`src/rtl/mw_load_store_unit.sv`:
```
// MW-stage load/store unit: issues one bus access per memory op over a req/gnt/rvalid
// bus, stalls the MW register until it completes, and returns extended load data.
// Optional misaligned-access trap: define MW_MISALIGN_TRAP_EN.
module mw_load_store_unit #(
    parameter int BUS_ADDR_W = 32
) (
    input  logic                  clk,
    input  logic                  rst,
    input  logic [31:0]           ALUResult_MW,
    input  logic [31:0]           rdata2_MW,
    input  logic [2:0]            funct3_MW,
    input  logic                  mem_rd_MW,
    input  logic                  mem_wr_MW,
    output logic                  Stall_MW,
    output logic [31:0]           load_data_MW,
    output logic                  load_valid_MW,
    output logic                  dbus_req,
    output logic                  dbus_we,
    output logic [BUS_ADDR_W-1:0] dbus_addr,
    output logic [31:0]           dbus_wdata,
    output logic [3:0]            dbus_wmask,
    input  logic                  dbus_gnt,
    input  logic                  dbus_rvalid,
    input  logic [31:0]           dbus_rdata,
    output logic                  misaligned_MW
);

    typedef enum logic [1:0] {S_IDLE, S_REQ, S_WAIT, S_DONE} state_t;

    state_t      r_state;
    logic        r_is_load;
    logic [31:0] r_load_data;

    logic        w_acc;
    logic        w_store;
    logic [1:0]  w_off;
    logic [1:0]  w_size;
    logic        w_misal;
    logic        w_issue;
    logic [3:0]  w_mask;
    logic [31:0] w_wdata;
    logic [31:0] w_bsh;
    logic [31:0] w_hsh;
    logic [31:0] w_load_ext;

    assign w_acc   = mem_rd_MW | mem_wr_MW;
    assign w_store = mem_wr_MW;
    assign w_off   = ALUResult_MW[1:0];
    // funct3[1:0]: 00 byte, 01 half, 10/11 word (reserved 3/6/7 fall into word)
    assign w_size  = funct3_MW[1:0];

`ifdef MW_MISALIGN_TRAP_EN
    always_comb begin
        w_misal = 1'b0;
        case (w_size)
            2'b00:   w_misal = 1'b0;
            2'b01:   w_misal = w_off[0];
            default: w_misal = (w_off != 2'b00);
        endcase
    end
`else
    assign w_misal = 1'b0;
`endif

    // Store lane placement
    always_comb begin
        w_mask  = 4'b1111;
        w_wdata = rdata2_MW;
        case (w_size)
            2'b00: begin
                w_mask  = 4'b0001 << w_off;
                w_wdata = {4{rdata2_MW[7:0]}};
            end
            2'b01: begin
                w_mask  = 4'b0011 << {w_off[1], 1'b0};
                w_wdata = {2{rdata2_MW[15:0]}};
            end
            default: begin
                w_mask  = 4'b1111;
                w_wdata = rdata2_MW;
            end
        endcase
    end

    // Load extraction: shift the addressed lane down, then sign/zero extend
    assign w_bsh = dbus_rdata >> {w_off, 3'b000};
    assign w_hsh = dbus_rdata >> {w_off[1], 4'b0000};

    always_comb begin
        w_load_ext = dbus_rdata;
        case (w_size)
            2'b00:   w_load_ext = {{24{w_bsh[7] & ~funct3_MW[2]}}, w_bsh[7:0]};
            2'b01:   w_load_ext = {{16{w_hsh[15] & ~funct3_MW[2]}}, w_hsh[15:0]};
            default: w_load_ext = dbus_rdata;
        endcase
    end

    assign w_issue = ((r_state == S_IDLE) && w_acc && !w_misal) || (r_state == S_REQ);

    // Outputs are gated by rst so a pending request is dropped in the reset cycle
    assign dbus_req      = w_issue & ~rst;
    assign dbus_we       = dbus_req & w_store;
    assign dbus_wmask    = dbus_we ? w_mask : 4'b0000;
    assign dbus_wdata    = w_wdata;
    assign dbus_addr     = {ALUResult_MW[BUS_ADDR_W-1:2], 2'b00};
    assign Stall_MW      = (w_issue || (r_state == S_WAIT)) & ~rst;
    assign load_valid_MW = (r_state == S_DONE) & r_is_load & ~rst;
    assign misaligned_MW = (r_state == S_IDLE) & w_acc & w_misal & ~rst;
    assign load_data_MW  = r_load_data;

    always_ff @(posedge clk) begin
        if (rst) begin
            r_state     <= S_IDLE;
            r_is_load   <= 1'b0;
            r_load_data <= 32'd0;
        end else begin
            case (r_state)
                S_IDLE: begin
                    if (w_acc && !w_misal) begin
                        r_is_load <= ~w_store;
                        if (!dbus_gnt)    r_state <= S_REQ;
                        else if (w_store) r_state <= S_DONE;
                        else              r_state <= S_WAIT;
                    end
                end
                S_REQ: begin
                    if (dbus_gnt) r_state <= w_store ? S_DONE : S_WAIT;
                end
                S_WAIT: begin
                    if (dbus_rvalid) begin
                        r_load_data <= w_load_ext;
                        r_state     <= S_DONE;
                    end
                end
                default: r_state <= S_IDLE;
            endcase
        end
    end

endmodule
```
`config.mk`:
```
export PLATFORM = sky130hd
export DESIGN_NAME = mw_load_store_unit
export DESIGN_NICKNAME = d
export VERILOG_FILES = /design/src/rtl/mw_load_store_unit.sv
export SDC_FILE = /design/constraint.sdc
export NUM_CORES = 1
export LEC_CHECK = 0
export ABC_CLOCK_PERIOD_IN_PS = 1700
export BUFFER_PORTS_ARGS = -buffer_cell sky130_fd_sc_hd__buf_4
export CELL_PAD_IN_SITES_DETAIL_PLACEMENT = 0
export CELL_PAD_IN_SITES_GLOBAL_PLACEMENT = 1
export CORE_ASPECT_RATIO = 2
export CORE_MARGIN = 5
export CORE_UTILIZATION = 25
export CTS_BUF_LIST = sky130_fd_sc_hd__clkbuf_4
export CTS_CLUSTER_DIAMETER = 30
export DETAILED_ROUTE_END_ITERATION = 16
export GPL_TIMING_DRIVEN = 0
export PLACE_DENSITY_LB_ADDON = 0.1
export SYNTH_ARGS = -nofsm -noshare
export SYNTH_HDL_FRONTEND = slang
export SYNTH_SLANG_ARGS = --single-unit
```
`constraint.sdc`:
```
create_clock -name clk -period 1.7 [get_ports clk]
set_clock_uncertainty 0.15 [all_clocks]
set_input_delay 0.085 -clock clk [delete_from_list [all_inputs] [get_ports clk]]
set_output_delay 0.085 -clock clk [all_outputs]
set_load 0.005 [all_outputs]
```
## Word-level counts from Yosys, hierarchy flattened

Index checks and enable logic that the tools add are counted.

- Eq/ne operators: 7
- Shifts and indexed selects: 4
- Muxes and demuxes: 10
- Bitwise gates (word level): 11
- Reductions and logical operators: 8

Operators with widths:

| cell | count |
|---|---|
| $pmux 32 s2 | 2 |
| $shr 32x5->16 | 1 |
| $shr 32x5->8 | 1 |
| $mux 2 | 4 |
| $pmux 4 s2 | 1 |
| $and 1x1->1 | 7 |
| $ne 2x2->1 const B | 3 |
| $pmux 2 s3 | 1 |
| $eq 2x1->1 const B | 2 |
| $eq 2x2->1 const B | 2 |
| $logic_not 2->1 | 2 |
| $mux 4 | 1 |
| $reduce_and 2->1 | 2 |
| $shl 1x2->4 const A | 1 |
| $shl 2x2->4 const A | 1 |
| $not 1->1 | 3 |
| $reduce_and 3->1 | 1 |
| $logic_or 1x1->1 | 2 |
| $logic_and 1x1->1 | 1 |
| $mux 1 | 1 |
| $or 1x1->1 | 1 |

- Bits in registers: 35
- Output and inout bits: 105
- Word-level logic and storage cells: 43

## Logic depth before layout (Yosys ltp)

- Depth after elaboration: 6
- Gate-level depth with buffers: 7
- Gate-level depth less buffers: 6

## Least setup slack after synthesis

OpenSTA, ideal clock, no wires.

- Kind: register -> register
- From: reg r_state[0]
- To: reg r_load_data[17], in the netlist load_data_MW[17]
- Library setup time: 0.130 ns
- Data arrival time: 1.440 ns
- Path slack: -0.020 ns
- Stages on the path, launching flop included: 8
- Buffers on the path: 2
- Path through: dfxtp_1 -> inv_1 -> ha_1 -> and2_1 -> buf_2 -> clkbuf_1 -> o21ai_0 -> a21oi_4

- Word-level cells in the longest chain between the ends: 2

Ends and longest elaborated chain:

| item | line | RTL |
|---|---|---|
| from (decl) | 30 | `state_t r_state;` |
| from (signal assigned) | 127 | `if (dbus_gnt) r_state <= w_store ? S_DONE : S_WAIT;` |
| $eq 2x2->1 | 117 | `case (r_state)` |
| $reduce_and 2->1 (no line) | n/a |  |
| to (signal assigned) | 131 | `r_load_data <= w_load_ext;` |
| to (decl) | 32 | `logic [31:0] r_load_data;` |

Every way passes these cells.
A chain may end at the register's enable or synchronous reset.

## Final worst setup path

- From: reg r_state[0]
- To: out dbus_wmask[2]

- Word-level cells in the longest chain between the ends: 6
- Elaborated cells between the ends (all ways): 7

Ends and longest elaborated chain:

| item | line | RTL |
|---|---|---|
| $logic_not 2->1 | 98 | `assign w_issue = ((r_state == S_IDLE) && w_acc && !w_misal) \|\| (r_state == S_REQ);` |
| $logic_and 1x1->1 | 98 |  |
| $logic_or 1x1->1 (*) | 98 |  |
| $and 1x1->1 (*) | 101 | `assign dbus_req = w_issue & ~rst;` |
| $and 1x1->1 (*) | 102 | `assign dbus_we = dbus_req & w_store;` |
| $mux 4 (*) | 103 | `assign dbus_wmask = dbus_we ? w_mask : 4'b0000;` |
| to (decl) | 21 | `output logic [3:0] dbus_wmask,` |

Every way passes the cells marked *; elsewhere a longest branch is shown, timed or not.

==> metrics.md <==
| Metric | Value |
|---|---|
| Outcome | `complete, but fails checks` |
| Violations in the final reports | `setup timing` |
| Relative slew slack | `66.5%` |
| Clock insertion delay at the later pin of the skew report | `0.35 ns` |
| Die X | `83.9 um` |
| Post-route total power | `3.77 mW` |
| Synthesized area divided by synthesized cell count | `8.05 sq um` |
| Fraction of the cycle the final worst path needs | `103%` |
| Flop and latch count out of synthesis | `35` |
| Distinct cell type count after synthesis | `45` |
| Instance area at placement | `4220 sq um` |
| Max H-tree Level | `2` |
| Register area share after synthesis | `25.7%` |
| Cell count after placement | `655` |
| Number of enable flip-flop cells after synthesis | `0` |
| Initial DRT Pass Iterations | `4` |
| Area enclosed by the die boundary | `13200 sq um` |
| Via Count | `3293` |
| Peak Freq | `574 MHz` |
| Starting density of the core | `25.3%` |
| Gate power share | `49.4%` |
| Crit Reg-Reg Startpoint | `r_state[0]` |
| Detailed placement HPWL | `9490 um` |
| GR Overflow Total | `0` |
| Standard-cell row count | `54` |
| Aggregate global-route resource usage | `17.4%` |
| Placer Congestion | `0.725` |
| Share of flip-flops with an asynchronous set or reset | `0%` |
| Number of global-route vias before repair | `3552` |
| DRC Markers | `0` |
| Hold Startpoint | `funct3_MW[2]` |
| CP Class | `reg -> out` |
| Number of buffers on the longest clock path | `2` |
| HP Class | `in -> reg` |
| Inserted Clock Buffers | `5` |
| Total wirelength of the detailed-routed design | `11800 um` |
| Setup Viol. Count Final | `5` |
| Max_cap viols | `0` |
| Number of primary I/O pins | `210` |
| Cell internal power dissipation | `2.51 mW` |
| Die height | `158 um` |
| IR Drop Worst-Case VDD | `297 uV` |
| Detail Route Antenna Nets | `0` |
| Worst setup slack after layout | `-0.0430 ns` |
| Placeable core region | `10800 sq um` |
| Wire length of the first global-routing pass | `18300 um` |
| Final slew viol count | `0` |
| Cells after synthesis | `339` |
| FILL cells | `1137` |
| Finished Layout Cells | `710` |
| Via-to-Cell Ratio | `4.64` |
| Quantity of I/O buffers inserted on ports | `174` |
| Minimum period implied by the final worst setup slack | `1.74 ns` |
| Net Sw Power | `1.26 mW` |
| Clock edge transition at the registers on the reported setup and hold paths | `0.12 ns` |
| Largest fanout of any net on the critical path | `5` |
| Number of antenna violations at the first check in global routing | `1` |
| Post-DR wirelength/cell | `16.6 um` |
| Final design instance area without fill | `4860 sq um` |
| Crit path arrival time | `1.51 ns` |
| Layout net count | `678` |
| Worst setup SP type | `flip-flop` |
| Num Clock Sinks | `35` |
| Largest net degree at the start of global routing | `12` |
| Share of cells above drive strength 1 | `52.7%` |
| First element of the critical path | `r_state[0]` |
| Total negative slack | `-0.169 ns` |
| Fraction of power consumed by the clock network | `21.2%` |
| Share of Yosys cell area claimed by the top area cell type | `25.7%` |
| Unrepaired setup endpoints after global routing | `true` |
| Count leader, synth | `sky130_fd_sc_hd__buf_4` |
| CTS root buffer | `sky130_fd_sc_hd__clkbuf_4` |
| Flip-flop cell with the highest count after synthesis | `sky130_fd_sc_hd__dfxtp_1` |
| Yosys warnings | `0` |
| Synth-to-layout area growth | `78.0%` |
| Sequential fraction of design power | `29.4%` |
| Number of endpoints with negative hold slack in the final report | `0` |
| Dominant cells by area after synthesis | `sky130_fd_sc_hd__dfxtp_1 26%, sky130_fd_sc_hd__buf_4 12%, sky130_fd_sc_hd__mux2_2 6.6%` |
| Number of violations reported at the end of detailed-routing iteration 0 | `68` |
| Total power divided by cell area | `777 nW/um^2` |
| Transition at the pin with the smallest max-transition slack | `0.503 ns` |
| Most frequent cells after synthesis | `43 x sky130_fd_sc_hd__buf_4, 36 x sky130_fd_sc_hd__nand2_1, 35 x sky130_fd_sc_hd__dfxtp_1, 35 x sky130_fd_sc_hd__o21ai_0, 24 x sky130_fd_sc_hd__a21oi_1` |
| Kind of capture point of the worst setup path | `output pin` |
| Worst Setup Slack post-DPL | `-0.383 ns` |
| Switching Fraction | `33.4%` |
| Leakage | `2.36 nW` |
| CTS tree | `done` |
| Data required time of the worst path | `1.46 ns` |
| Synth area leader | `sky130_fd_sc_hd__dfxtp_1` |
| Post-synth design cell area | `2730 sq um` |
[logic make-up (layout without fill, tap and decap cells)]
logic type	count (synthesis)	after routing	synth area share [%]
AO/OA/AOI/OAI	124	124	31.5
adder cells (fa/ha/maj)	5	5	2.29
buffers and inverters	84	312	18.3
flip-flops	35	35	25.7
multiplexers	27	27	11.1
other	1	4	0.137
AND/OR/NAND/NOR	63	63	11.0
[power by group through the flow]
stage / registers (mW) / logic [mW] / clock network [mW]
detailed placement: 1.10 / 1.58 / 0
finish: 1.11 / 1.86 / 0.799
global placement: 1.10 / 1.57 / 0
global route: 1.13 / 2.05 / 0.848
floorplan: 1.09 / 0.800 / 0
CTS: 1.11 / 1.85 / 0.822
[flip-flops by register name, indices dropped and copies added, names as in the netlist]
name	flops
load_data_MW	32
r_state	2
r_is_load	1
[critical path: stages (launching register included)]
cell and delay [ns]:
sky130_fd_sc_hd__dfxtp_4 0.41, sky130_fd_sc_hd__inv_4 0.05, sky130_fd_sc_hd__ha_4 0.17, sky130_fd_sc_hd__o211ai_1 0.17
sky130_fd_sc_hd__buf_4 0.17, sky130_fd_sc_hd__nor2_1 0.05, sky130_fd_sc_hd__buf_4 0.13
[what timing repair did]
item                                    in CTS  in global routing
setup buffers                                7                  1
hold buffers                                38                  0
hold endpoints to repair                    35                  0
endpoints found under the setup margin      37                 38
pin swaps                                    4                  1
gates resized for setup                     25                  8
[metal layers]
layer,GRT usage (%),part of all wire (%),routed length [um]
met5,0,0,0
met4,5.37,1.7,195
met3,5.89,8.4,994
met2,36.5,58,6820
met1,14.9,32,3770
[cells in the final DEF (no fill, tap or decap), drive strengths merged, types with 3 or more instances in the layout]
cell type / synthesis / final
clkbuf: 12 / 18
and2b: 3 / 3
o22ai: 7 / 7
mux2: 16 / 16
a21oi: 41 / 41
dfxtp: 35 / 35
mux2i: 10 / 10
o21ai: 36 / 36
nor2b: 6 / 6
conb: 1 / 3
nand2: 36 / 36
a221oi: 8 / 8
a22o: 8 / 8
a22oi: 7 / 7
ha: 5 / 5
inv: 18 / 18
nand2b: 3 / 3
dlygate4sd3: 0 / 38
a21o: 8 / 8
buf: 54 / 236
nor2: 7 / 7
[final cells by class]
class | instances | area (sq um) | area share [%]
diodes | 1 | 2.50 | 0.0515
well taps | 140 | 175 | 3.61
clock buffers | 6 | 45.0 | 0.927
plain buffers | 66 | 458 | 9.43
inverters | 18 | 72.6 | 1.49
flip-flops and latches | 35 | 708 | 14.6
clock inverters | 2 | 60.1 | 1.24
repair buffers | 220 | 1750 | 36.0
multi-input cells | 222 | 1590 | 32.7
[metrics by stage]
stage / utilization, % / hold WS (ns)
after floorplan: - / 0.00738
after global placement: 39.0 / 0.165
after detailed placement: 39.0 / 0.165
after CTS: 44.7 / 0.0889
after global routing: 44.9 / 0.109
final: 44.9 / 0.100
[final timing paths]
check	slack, ns	cells after the start	to
max	-0.04	6	dbus_wmask[2]
min	0.10	4	load_data_MW[15]
max reg2reg	0.05	7	r_state[1]
min reg2reg	0.31	2	load_data_MW[15]
No activity file was read; power rests on OpenSTA's default activity.
